--- config.mk ---
export PLATFORM = sky130hd
export DESIGN_NAME = ex_mem_skid_stage
export DESIGN_NICKNAME = d
export VERILOG_FILES = /design/src/rtl/ex_mem_skid_stage.sv
export SDC_FILE = /design/constraint.sdc
export NUM_CORES = 1
export LEC_CHECK = 0
export BUFFER_PORTS_ARGS = -buffer_cell sky130_fd_sc_hd__buf_2
export CORE_MARGIN = 8
export CORE_UTILIZATION = 50
export CTS_CLUSTER_SIZE = 30
export DETAILED_ROUTE_END_ITERATION = 16
export PLACE_DENSITY_LB_ADDON = 0.3
export SYNTH_ARGS = -nofsm -noshare
export SYNTH_HDL_FRONTEND = slang
export SYNTH_SLANG_ARGS = --single-unit
--- constraint.sdc ---
create_clock -name clk -period 2 [get_ports clk]
set_input_delay 0.4 -clock clk [delete_from_list [all_inputs] [get_ports clk]]
set_output_delay 0.4 -clock clk [all_outputs]
set_load 0.05 [all_outputs]
--- src/rtl/ex_mem_skid_stage.sv ---
// EX->MEM pipeline register with valid/ready handshake, synchronous flush and
// optional two-entry skid buffer; zero payload on bubbles, saturating stall counter.
module ex_mem_skid_stage #(
  parameter int WREG_W  = 38,
  parameter int HILO_W  = 65,
  parameter int SKID_EN = 1,
  parameter int CNT_W   = 16
) (
  input  logic              clk,
  input  logic              rst,
  input  logic              flush,
  input  logic              in_valid,
  output logic              in_ready,
  input  logic [WREG_W-1:0] ex_wreg_i,
  input  logic [HILO_W-1:0] ex_hilo_i,
  output logic              out_valid,
  input  logic              out_ready,
  output logic [WREG_W-1:0] mem_wreg_o,
  output logic [HILO_W-1:0] mem_hilo_o,
  output logic [CNT_W-1:0]  stall_cnt_o
);

  localparam int PW = WREG_W + HILO_W;

  logic [PW-1:0] in_pl;
  logic [PW-1:0] out_pl;
  logic          accept;
  logic          deliver;

  assign in_pl                    = {ex_wreg_i, ex_hilo_i};
  assign {mem_wreg_o, mem_hilo_o} = out_pl;
  assign accept                   = in_valid & in_ready;
  assign deliver                  = out_valid & out_ready;

  generate
    if (SKID_EN != 0) begin : g_skid
      typedef enum logic [1:0] {
        EMPTY = 2'd0,
        ONE   = 2'd1,
        FULL2 = 2'd2
      } state_t;

      state_t        state_q;
      state_t        state_d;
      logic [PW-1:0] main_q;
      logic [PW-1:0] main_d;
      logic [PW-1:0] skid_q;
      logic [PW-1:0] skid_d;

      always_ff @(posedge clk or negedge rst) begin
        if (!rst) begin
          state_q <= EMPTY;
          main_q  <= '0;
          skid_q  <= '0;
        end else begin
          state_q <= state_d;
          main_q  <= main_d;
          skid_q  <= skid_d;
        end
      end

      // Empty slots are always zeroed so a bubble presents we=0 to MEM.
      always_comb begin
        state_d = state_q;
        main_d  = main_q;
        skid_d  = skid_q;
        if (flush) begin
          state_d = EMPTY;
          main_d  = '0;
          skid_d  = '0;
        end else begin
          case (state_q)
            EMPTY: begin
              if (accept) begin
                state_d = ONE;
                main_d  = in_pl;
              end
            end
            ONE: begin
              if (accept && deliver) begin
                main_d = in_pl;
              end else if (accept) begin
                state_d = FULL2;
                skid_d  = in_pl;
              end else if (deliver) begin
                state_d = EMPTY;
                main_d  = '0;
              end
            end
            FULL2: begin
              if (deliver) begin
                state_d = ONE;
                main_d  = skid_q;
                skid_d  = '0;
              end
            end
            default: begin
              state_d = EMPTY;
              main_d  = '0;
              skid_d  = '0;
            end
          endcase
        end
      end

      // in_ready comes straight from the state flop: no path from out_ready.
      assign in_ready  = (state_q != FULL2);
      assign out_valid = (state_q != EMPTY);
      assign out_pl    = main_q;
    end else begin : g_single
      logic          valid_q;
      logic [PW-1:0] data_q;

      always_ff @(posedge clk or negedge rst) begin
        if (!rst) begin
          valid_q <= 1'b0;
          data_q  <= '0;
        end else if (flush) begin
          valid_q <= 1'b0;
          data_q  <= '0;
        end else if (accept) begin
          valid_q <= 1'b1;
          data_q  <= in_pl;
        end else if (deliver) begin
          valid_q <= 1'b0;
          data_q  <= '0;
        end
      end

      assign in_ready  = ~valid_q | out_ready;
      assign out_valid = valid_q;
      assign out_pl    = data_q;
    end
  endgenerate

  always_ff @(posedge clk or negedge rst) begin
    if (!rst) begin
      stall_cnt_o <= '0;
    end else if (out_valid && !out_ready && (stall_cnt_o != '1)) begin
      stall_cnt_o <= stall_cnt_o + CNT_W'(1);
    end
  end

endmodule
# Word-level counts from Yosys, hierarchy flattened
# Index checks and enable logic that the tools add are counted.
# totals
register_bits,224
in_bits,108
output_inout_bits,121
wordCells,45
# classes
n_addsub,1
n_eq_ne,12
n_mux,17
n_bitwise,2
reduce_logical,9
# ops
op,n
$mux 103,8
$pmux 103 s3,2
$add 16x1->16 const B,1
$ne 16x16->1 const B,1
$mux 2,6
$ne 3x3->1 const B,4
$ne 4x4->1 const B,3
$reduce_and 4->1,3
$pmux 2 s3,1
$ne 2x2->1 const B,2
$logic_and 1x1->1,3
$and 1x1->1,2
$eq 2x1->1 const B,1
$eq 2x2->1 const B,1
$logic_not 2->1,1
$reduce_bool 2->1,1
$logic_not 1->1,1

# Depth between registers and ports, before layout
# Gate-level depths: netlist of run 1.
# depth
ltp_word,7
mapped_depth,9
depth_no_buf,5

# Worst setup path before layout of run 1
# No wires, ideal clock.
# synth_timing
path_kind,reg2reg
from,register stall_cnt_o[0]
to,register stall_cnt_o[1]
arrival_ns,1.950
required_ns,1.875
slack_ns,-0.075
stages_incl_launch_ff,5
n_path_buf,0
synth_period_minus_slack_ns,2.075
path_cell_list,dfrtp_1 -> ha_1 -> nand3_2 -> o41ai_4 -> mux2_4
# synth_between
elab_chain_cells,2
# synth_lines
element,line,rtl
from (decl),20,output logic [CNT_W-1:0] stall_cnt_o
from (signal assigned),140,stall_cnt_o <= stall_cnt_o + CNT_W'(1);
branches (longest 2 deep; another with $add 16x1->16),--,
# Several ways; the timed one is not identified.
# A chain may end at the register's enable or synchronous reset.

# Worst setup path in the final report of run 1
# layout_timing
from,register g_skid.state_q[0]
to,output port out_valid
# layout_between
elab_chain_cells,1
# layout_lines
element,line,rtl
from (decl),43,state_t state_q;
from (signal assigned),56,state_q <= state_d;
$reduce_bool 2->1,108,assign out_valid = (state_q != EMPTY);
to (decl),16,"output logic out_valid,"
# Every way passes these cells.

==> impl_metrics.env, run 1 <==
export IMPL_io_pins=229
export IMPL_fp_coreArea_um2=20200
export IMPL_busiest_layer="met2"
export IMPL_power_density_nw_per_um2=952
export IMPL_num_vias=7669
export IMPL_grt_usage=0.206
export IMPL_criticalPathCategory="register to primary output"
export IMPL_synthDistinctLibCells=45
export IMPL_finalHoldWorstSlack_ns=0.129
export IMPL_gp_congestion=0.847
export IMPL_use_met1=0.267
export IMPL_yosysWarnings=0
export IMPL_rsz0062_at_grt="no"
export IMPL_synth_xor_xnor_area_share=0.00857
export IMPL_cts_buffers=24
export IMPL_path_clk_slew_ns=0.06
export IMPL_drtPass1Iterations=5
export IMPL_use_met3=0.0502
export IMPL_synth_fa_ha_area_frac=0.00122
export IMPL_cts_tree="built"
export IMPL_grt_use_met2=0.338
export IMPL_setup_tns_ns=0
export IMPL_endpoint_kind="primary output"
export IMPL_async_reset_ff_frac=1.00
export IMPL_area_growth_pct=22.0
export IMPL_status="completed"
export IMPL_fin_nets=1203
export IMPL_hold_viol=0
export IMPL_synth_compound_area_frac=0.188
export IMPL_grt_antenna_before_repair=2
export IMPL_syn_avg_cell_area_um2=11.5
export IMPL_timing_fmax_ghz=0.514
export IMPL_synth_simple_area_share=0.0642
export IMPL_grt_pass1_wl_um=43700
export IMPL_cts_htree_levels=1
export IMPL_grt_max_degree=104
export IMPL_vdd_ir_drop_max_mv=0.896
export IMPL_cpMostUsedCell="buf_4"
export IMPL_path_cells="buf_4 > or2_2 > buf_4"
export IMPL_floorplan_initialDensity=0.507
export IMPL_clk_latency_ns=0.51
export IMPL_synth_edf_count=0
export IMPL_vias_per_cell=5.55
export IMPL_dp_hpwl_um=16600
export IMPL_start_kind="register"
export IMPL_critical_path_peak_fanout=6
export IMPL_synth_seq_cells=224
export IMPL_synthCells=889
export IMPL_wl_per_cell_um=19.0
export IMPL_worst_ep_required_time_ns=1.60
export IMPL_relSlewSlack=0.642
export IMPL_portBuffers=228
export IMPL_rows=52
export IMPL_hold_path_class="primary input to register"
export IMPL_final_cell_mix="buf_2 (226), dfrtp_1 (220), nand2_1 (110), mux2i_1 (106), inv_1 (105)"
export IMPL_drv_slew=0
export IMPL_path_buf_inv=2
export IMPL_max_cap_viol_count=0
export IMPL_synthFlopType="dfrtp_1"
export IMPL_clock_path_buffers=3
export IMPL_worst_slack_ns=0.0556
export IMPL_grt_ovfl_total=0
export IMPL_slowest_stage="dfrtp_2"
export IMPL_cpLargestDelayFamily="flip-flops"
export IMPL_tightest_slew_ns=0.537
export IMPL_min_period_ns=1.94
export IMPL_final_area_um2=12500
export IMPL_finalCritPeriodShare=0.972
export IMPL_cts_sinks=224
export IMPL_cts_root_buf="clkbuf_16"
export IMPL_drt_iter0_drc=472
export IMPL_drive_above_1_share=0.297
export IMPL_grt_pass1_vias=8237
export IMPL_die_y_um=159
export IMPL_place_area_um2=11600
export IMPL_synth_top_family_by_area="compound AO/OA/AOI/OAI gates"
export IMPL_yosys_mux_area_fraction=0.108
export IMPL_finalSetupViolCount=0
export IMPL_syn_cell_area_um2=10200
export IMPL_skew_ns=0.0132
export IMPL_crit_arrival_ns=1.54
export IMPL_cpPeakStageDelay_ns=0.40
export IMPL_ant_nets=0
export IMPL_p_leak_nw=6.13
export IMPL_post_place_ws_ns=0.200
export IMPL_die_area_um2=25300
export IMPL_final_common_cell="buf_2"
export IMPL_syn_nets=998
export IMPL_yosysSeqAreaShare=0.549
export IMPL_die_w_um=159
export IMPL_drt_total_wl_um=26300
export IMPL_insertedDiodeCount=0
export IMPL_drc=0
where the power goes:
| part | switching, mW | total, mW | internal, mW |
|---|---|---|---|
| clock | 1.82 | 4.52 | 2.70 |
| sequential | 0.229 | 5.08 | 4.85 |
| combinational | 1.60 | 2.27 | 0.671 |
| total | 3.64 | 11.9 | 8.22 |
flip-flops by register name, summed over array words and instances, names as in the netlist:
name,flops
stall_cnt_o,16
g_skid.skid_q,103
g_skid.state_q,2
g_skid.main_q,103
cells in the mapped netlist, types with 2 or more instances:
master	n	area (µm²)
o21ai_0	5	25.0
and4_1	2	17.5
o2bb2ai_1	83	727
nor3_1	6	30.0
buf_2	40	200
buf_6	11	124
nor2_1	9	33.8
mux2_2	2	22.5
buf_4	10	75.1
inv_1	105	394
nand2_1	110	413
a22oi_1	103	773
nand4_1	5	31.3
mux2i_1	106	1060
dfrtp_1	224	5610
o2bb2ai_2	20	300
xor2_1	9	78.8
inv_2	2	7.51
clkbuf_1	9	33.8
a21oi_1	3	15.0
per-layer routing:
metal	vias up	part of all wire
li1	3541	-
met1	3835	0.43
met2	244	0.48
met3	45	0.068
met4	4	0.022
met5	-	0.0011
final timing paths:
kind / startpoint / endpoint / slack, ns / cells past startpoint
worst min register to register: g_skid.main_q[97] / g_skid.main_q[97] / 0.48 / 1
worst max-delay path: g_skid.state_q[0] / out_valid / 0.06 / 3
worst min-delay path: ex_hilo_i[27] / g_skid.skid_q[27] / 0.13 / 3
min in group asynchronous: rst / stall_cnt_o[3] / 0.36 / 2
max in group asynchronous: rst / g_skid.skid_q[73] / 0.97 / 3
worst max register to register: stall_cnt_o[0] / stall_cnt_o[1] / 0.18 / 4
worst min-delay path, cell delays in order:
cell	delay, ns
buf_2	0.10
nand2_1	0.05
mux2i_1	0.05
cell families (layout without fill, tap and decap cells):
logic type      Yosys count  after routing
fa+ha+maj                 1              1
xor+xnor                 10             10
compound gates          221            221
buf+inv                 177            400
simple gates            147            147
mux                     109            109
flops                   224            224
final cells by class:
class	instances	area (µm²)
clock buffer	34	698
clock inverter	10	116
fill	1643	7700
inverter	107	402
multi-input combinational	488	3810
sequential	224	5610
tap	270	338
timing repair buffer	249	1490
through the flow:
step | cells | util | power (mW)
6_report | 1382 | 0.618 | 11.9
4_1_cts | 1382 | 0.618 | 12.0
2_1_floorplan | 889 | - | 6.69
3_5_place_dp | 1336 | 0.577 | 7.44
3_3_place_gp | 1336 | 0.577 | 7.40
5_1_grt | 1382 | 0.618 | 12.3
what timing repair did:
item | CTS | global route
setup buffers | 1 | 0
hold buffers | 1 | 0
hold endpoints to repair | 37 | 0
setup endpoints to repair | 2 | 0
resized for setup | 3 | 0
Note: power is estimated with default switching activity, not from simulation.
==> run 2, diff against run 1 <==
CTS_BUF_LIST = sky130_fd_sc_hd__clkbuf_16   (was not set)
PLACE_DENSITY = 0.75   (was not set)
PLACE_DENSITY_LB_ADDON = not set   (was 0.3)
==> impl_metrics.env, run 2 (synthesis gave the netlist of run 1 again) <==
export IMPL_cts_tree="built"
export IMPL_post_place_ws_ns=0.224
export IMPL_critical_path_peak_fanout=5
export IMPL_power_density_nw_per_um2=911
export IMPL_drv_slew=0
export IMPL_hold_depth=3
export IMPL_reg_top3="g_skid.main_q x103, g_skid.skid_q x103, stall_cnt_o x16"
export IMPL_grt_ovfl_total=0
export IMPL_fin_nets=1213
export IMPL_r2r_start="stall_cnt_o[0]"
export IMPL_rows=52
export IMPL_cts_root_buf="clkbuf_16"
export IMPL_gp_congestion=0.857
export IMPL_clk_latency_ns=0.52
export IMPL_p_leak_nw=6.18
export IMPL_cpLargestDelayFamily="flip-flops"
export IMPL_setup_tns_ns=0
export IMPL_status="completed"
export IMPL_die_y_um=159
export IMPL_grt_usage=0.207
export IMPL_drive_above_1_share=0.294
export IMPL_worstRegToRegCells=4
export IMPL_path_clk_slew_ns=0.06
export IMPL_skew_ns=0.0217
export IMPL_grt_antenna_before_repair=2
export IMPL_criticalPathCategory="register to primary output"
export IMPL_fp_coreArea_um2=20200
export IMPL_worstReg2RegEnd="stall_cnt_o[1]"
export IMPL_die_w_um=159
export IMPL_power_switching_share=0.314
export IMPL_relSlewSlack=0.630
export IMPL_drc=0
export IMPL_clock_path_buffers=3
export IMPL_cts_htree_levels=1
export IMPL_start_kind="register"
export IMPL_drtPass1Iterations=5
export IMPL_insertedDiodeCount=0
export IMPL_power_frac_seq=0.447
export IMPL_tightest_slew_ns=0.555
export IMPL_area_growth_pct=22.3
export IMPL_vias_per_cell=5.59
export IMPL_clockPowerShare=0.350
export IMPL_ant_nets=0
export IMPL_power_frac_comb=0.203
export IMPL_startpoint="g_skid.state_q[0]"
export IMPL_final_cell_mix="buf_2 (226), dfrtp_1 (220), inv_1 (113), nand2_1 (110), mux2i_1 (106)"
export IMPL_finalSetupViolCount=0
export IMPL_drt_total_wl_um=26500
export IMPL_vdd_ir_drop_max_mv=0.576
export IMPL_finalCritPeriodShare=0.983
export IMPL_grt_max_degree=104
export IMPL_cp_depth=3
export IMPL_grt_pass1_vias=8160
export IMPL_worst_ep_required_time_ns=1.60
export IMPL_rrSetupSlack_ns=0.21
export IMPL_wl_per_cell_um=19.1
export IMPL_cts_buffers=25
export IMPL_hold_path_class="primary input to register"
export IMPL_num_vias=7758
export IMPL_endpoint="out_valid"
export IMPL_crit_arrival_ns=1.57
export IMPL_p_sw_mw=3.58
export IMPL_dp_hpwl_um=17400
export IMPL_min_period_ns=1.97
export IMPL_grt_pass1_wl_um=43800
export IMPL_timing_fmax_ghz=0.508
export IMPL_slowest_stage="dfrtp_2"
export IMPL_die_area_um2=25300
export IMPL_cpMostUsedCell="buf_4"
export IMPL_rsz0062_at_grt="no"
export IMPL_p_int_mw=7.81
export IMPL_path_cells="buf_4 > or2_2 > buf_4"
export IMPL_portBuffers=228
export IMPL_drt_iter0_drc=487
export IMPL_io_pins=229
export IMPL_worst_slack_ns=0.0333
export IMPL_endpoint_kind="primary output"
export IMPL_final_common_cell="buf_2"
export IMPL_floorplan_initialDensity=0.507
export IMPL_path_buf_inv=2
export IMPL_hold_viol=0
export IMPL_max_cap_viol_count=0
export IMPL_cpPeakStageDelay_ns=0.40
export IMPL_cts_sinks=224
run 2: per-stage QoR:
| step | total power [mW] | cells | cell area, µm² | utilization | hold WS (ns) |
|---|---|---|---|---|---|
| floorplan | 6.69 | 889 | 10200 | - | 0.104 |
| global placement | 7.45 | 1345 | 11800 | 0.584 | 0.358 |
| detailed placement | 7.49 | 1345 | 11800 | 0.584 | 0.358 |
| CTS | 11.5 | 1389 | 12500 | 0.620 | 0.104 |
| global route | 11.9 | 1389 | 12500 | 0.620 | 0.110 |
| finish | 11.4 | 1389 | 12500 | 0.620 | 0.126 |
run 2: routing by layer:
metal | global-route usage | part of all wire | vias up
li1 | - | - | 3570
met5 | 0 | 0.00098 | -
met3 | 0.0445 | 0.063 | 45
met4 | 0.0583 | 0.020 | 4
met2 | 0.341 | 0.48 | 275
met1 | 0.271 | 0.43 | 3864
run 2: cell type report:
cell class,instances,area [µm²]
clock inverters,17,77.6
repair buffers,258,1630
fillers,1631,7670
inverters,107,402
flip-flops and latches,224,5610
clock buffers,25,626
well taps,270,338
multi-input cells,488,3810
run 2: worst register-to-register path, delay by kind of cell (launching register included):
kind                     cells  cell delay [ns]
AO/OA/AOI/OAI                1             0.55
adder cells (fa/ha/maj)      1             0.22
flip-flops                   1             0.40
multiplexers                 1             0.34
AND/OR/NAND/NOR              1             0.17
run 2: what timing repair did:
action	4_1_cts	5_1_grt
gates resized for setup	2	1
hold endpoints to repair	46	0
pin swaps	0	0
buffers inserted	1	0
hold buffers	1	0
setup endpoints to repair	1	1
run 2: how the worst min path moves through the flow:
stage / startpoint / to / slack [ns]
finish: ex_hilo_i[21] / g_skid.skid_q[21] / 0.13
global route: ex_hilo_i[61] / g_skid.skid_q[61] / 0.11
CTS: ex_hilo_i[61] / g_skid.skid_q[61] / 0.10
detailed placement: rst / stall_cnt_o[3] / 0.36
global placement: rst / g_skid.main_q[50] / 0.36
floorplan: rst / g_skid.main_q[0] / 0.10
run 2: power by group through the flow:
| stage | Sequential (mW) | Clock [mW] | Combinational, mW |
|---|---|---|---|
| after floorplan | 5.84 | 0 | 0.851 |
| after global placement | 5.15 | 0 | 2.30 |
| after detailed placement | 5.16 | 0 | 2.33 |
| after CTS | 5.09 | 4.09 | 2.34 |
| after global routing | 5.13 | 4.25 | 2.47 |
| final | 5.09 | 3.98 | 2.32 |
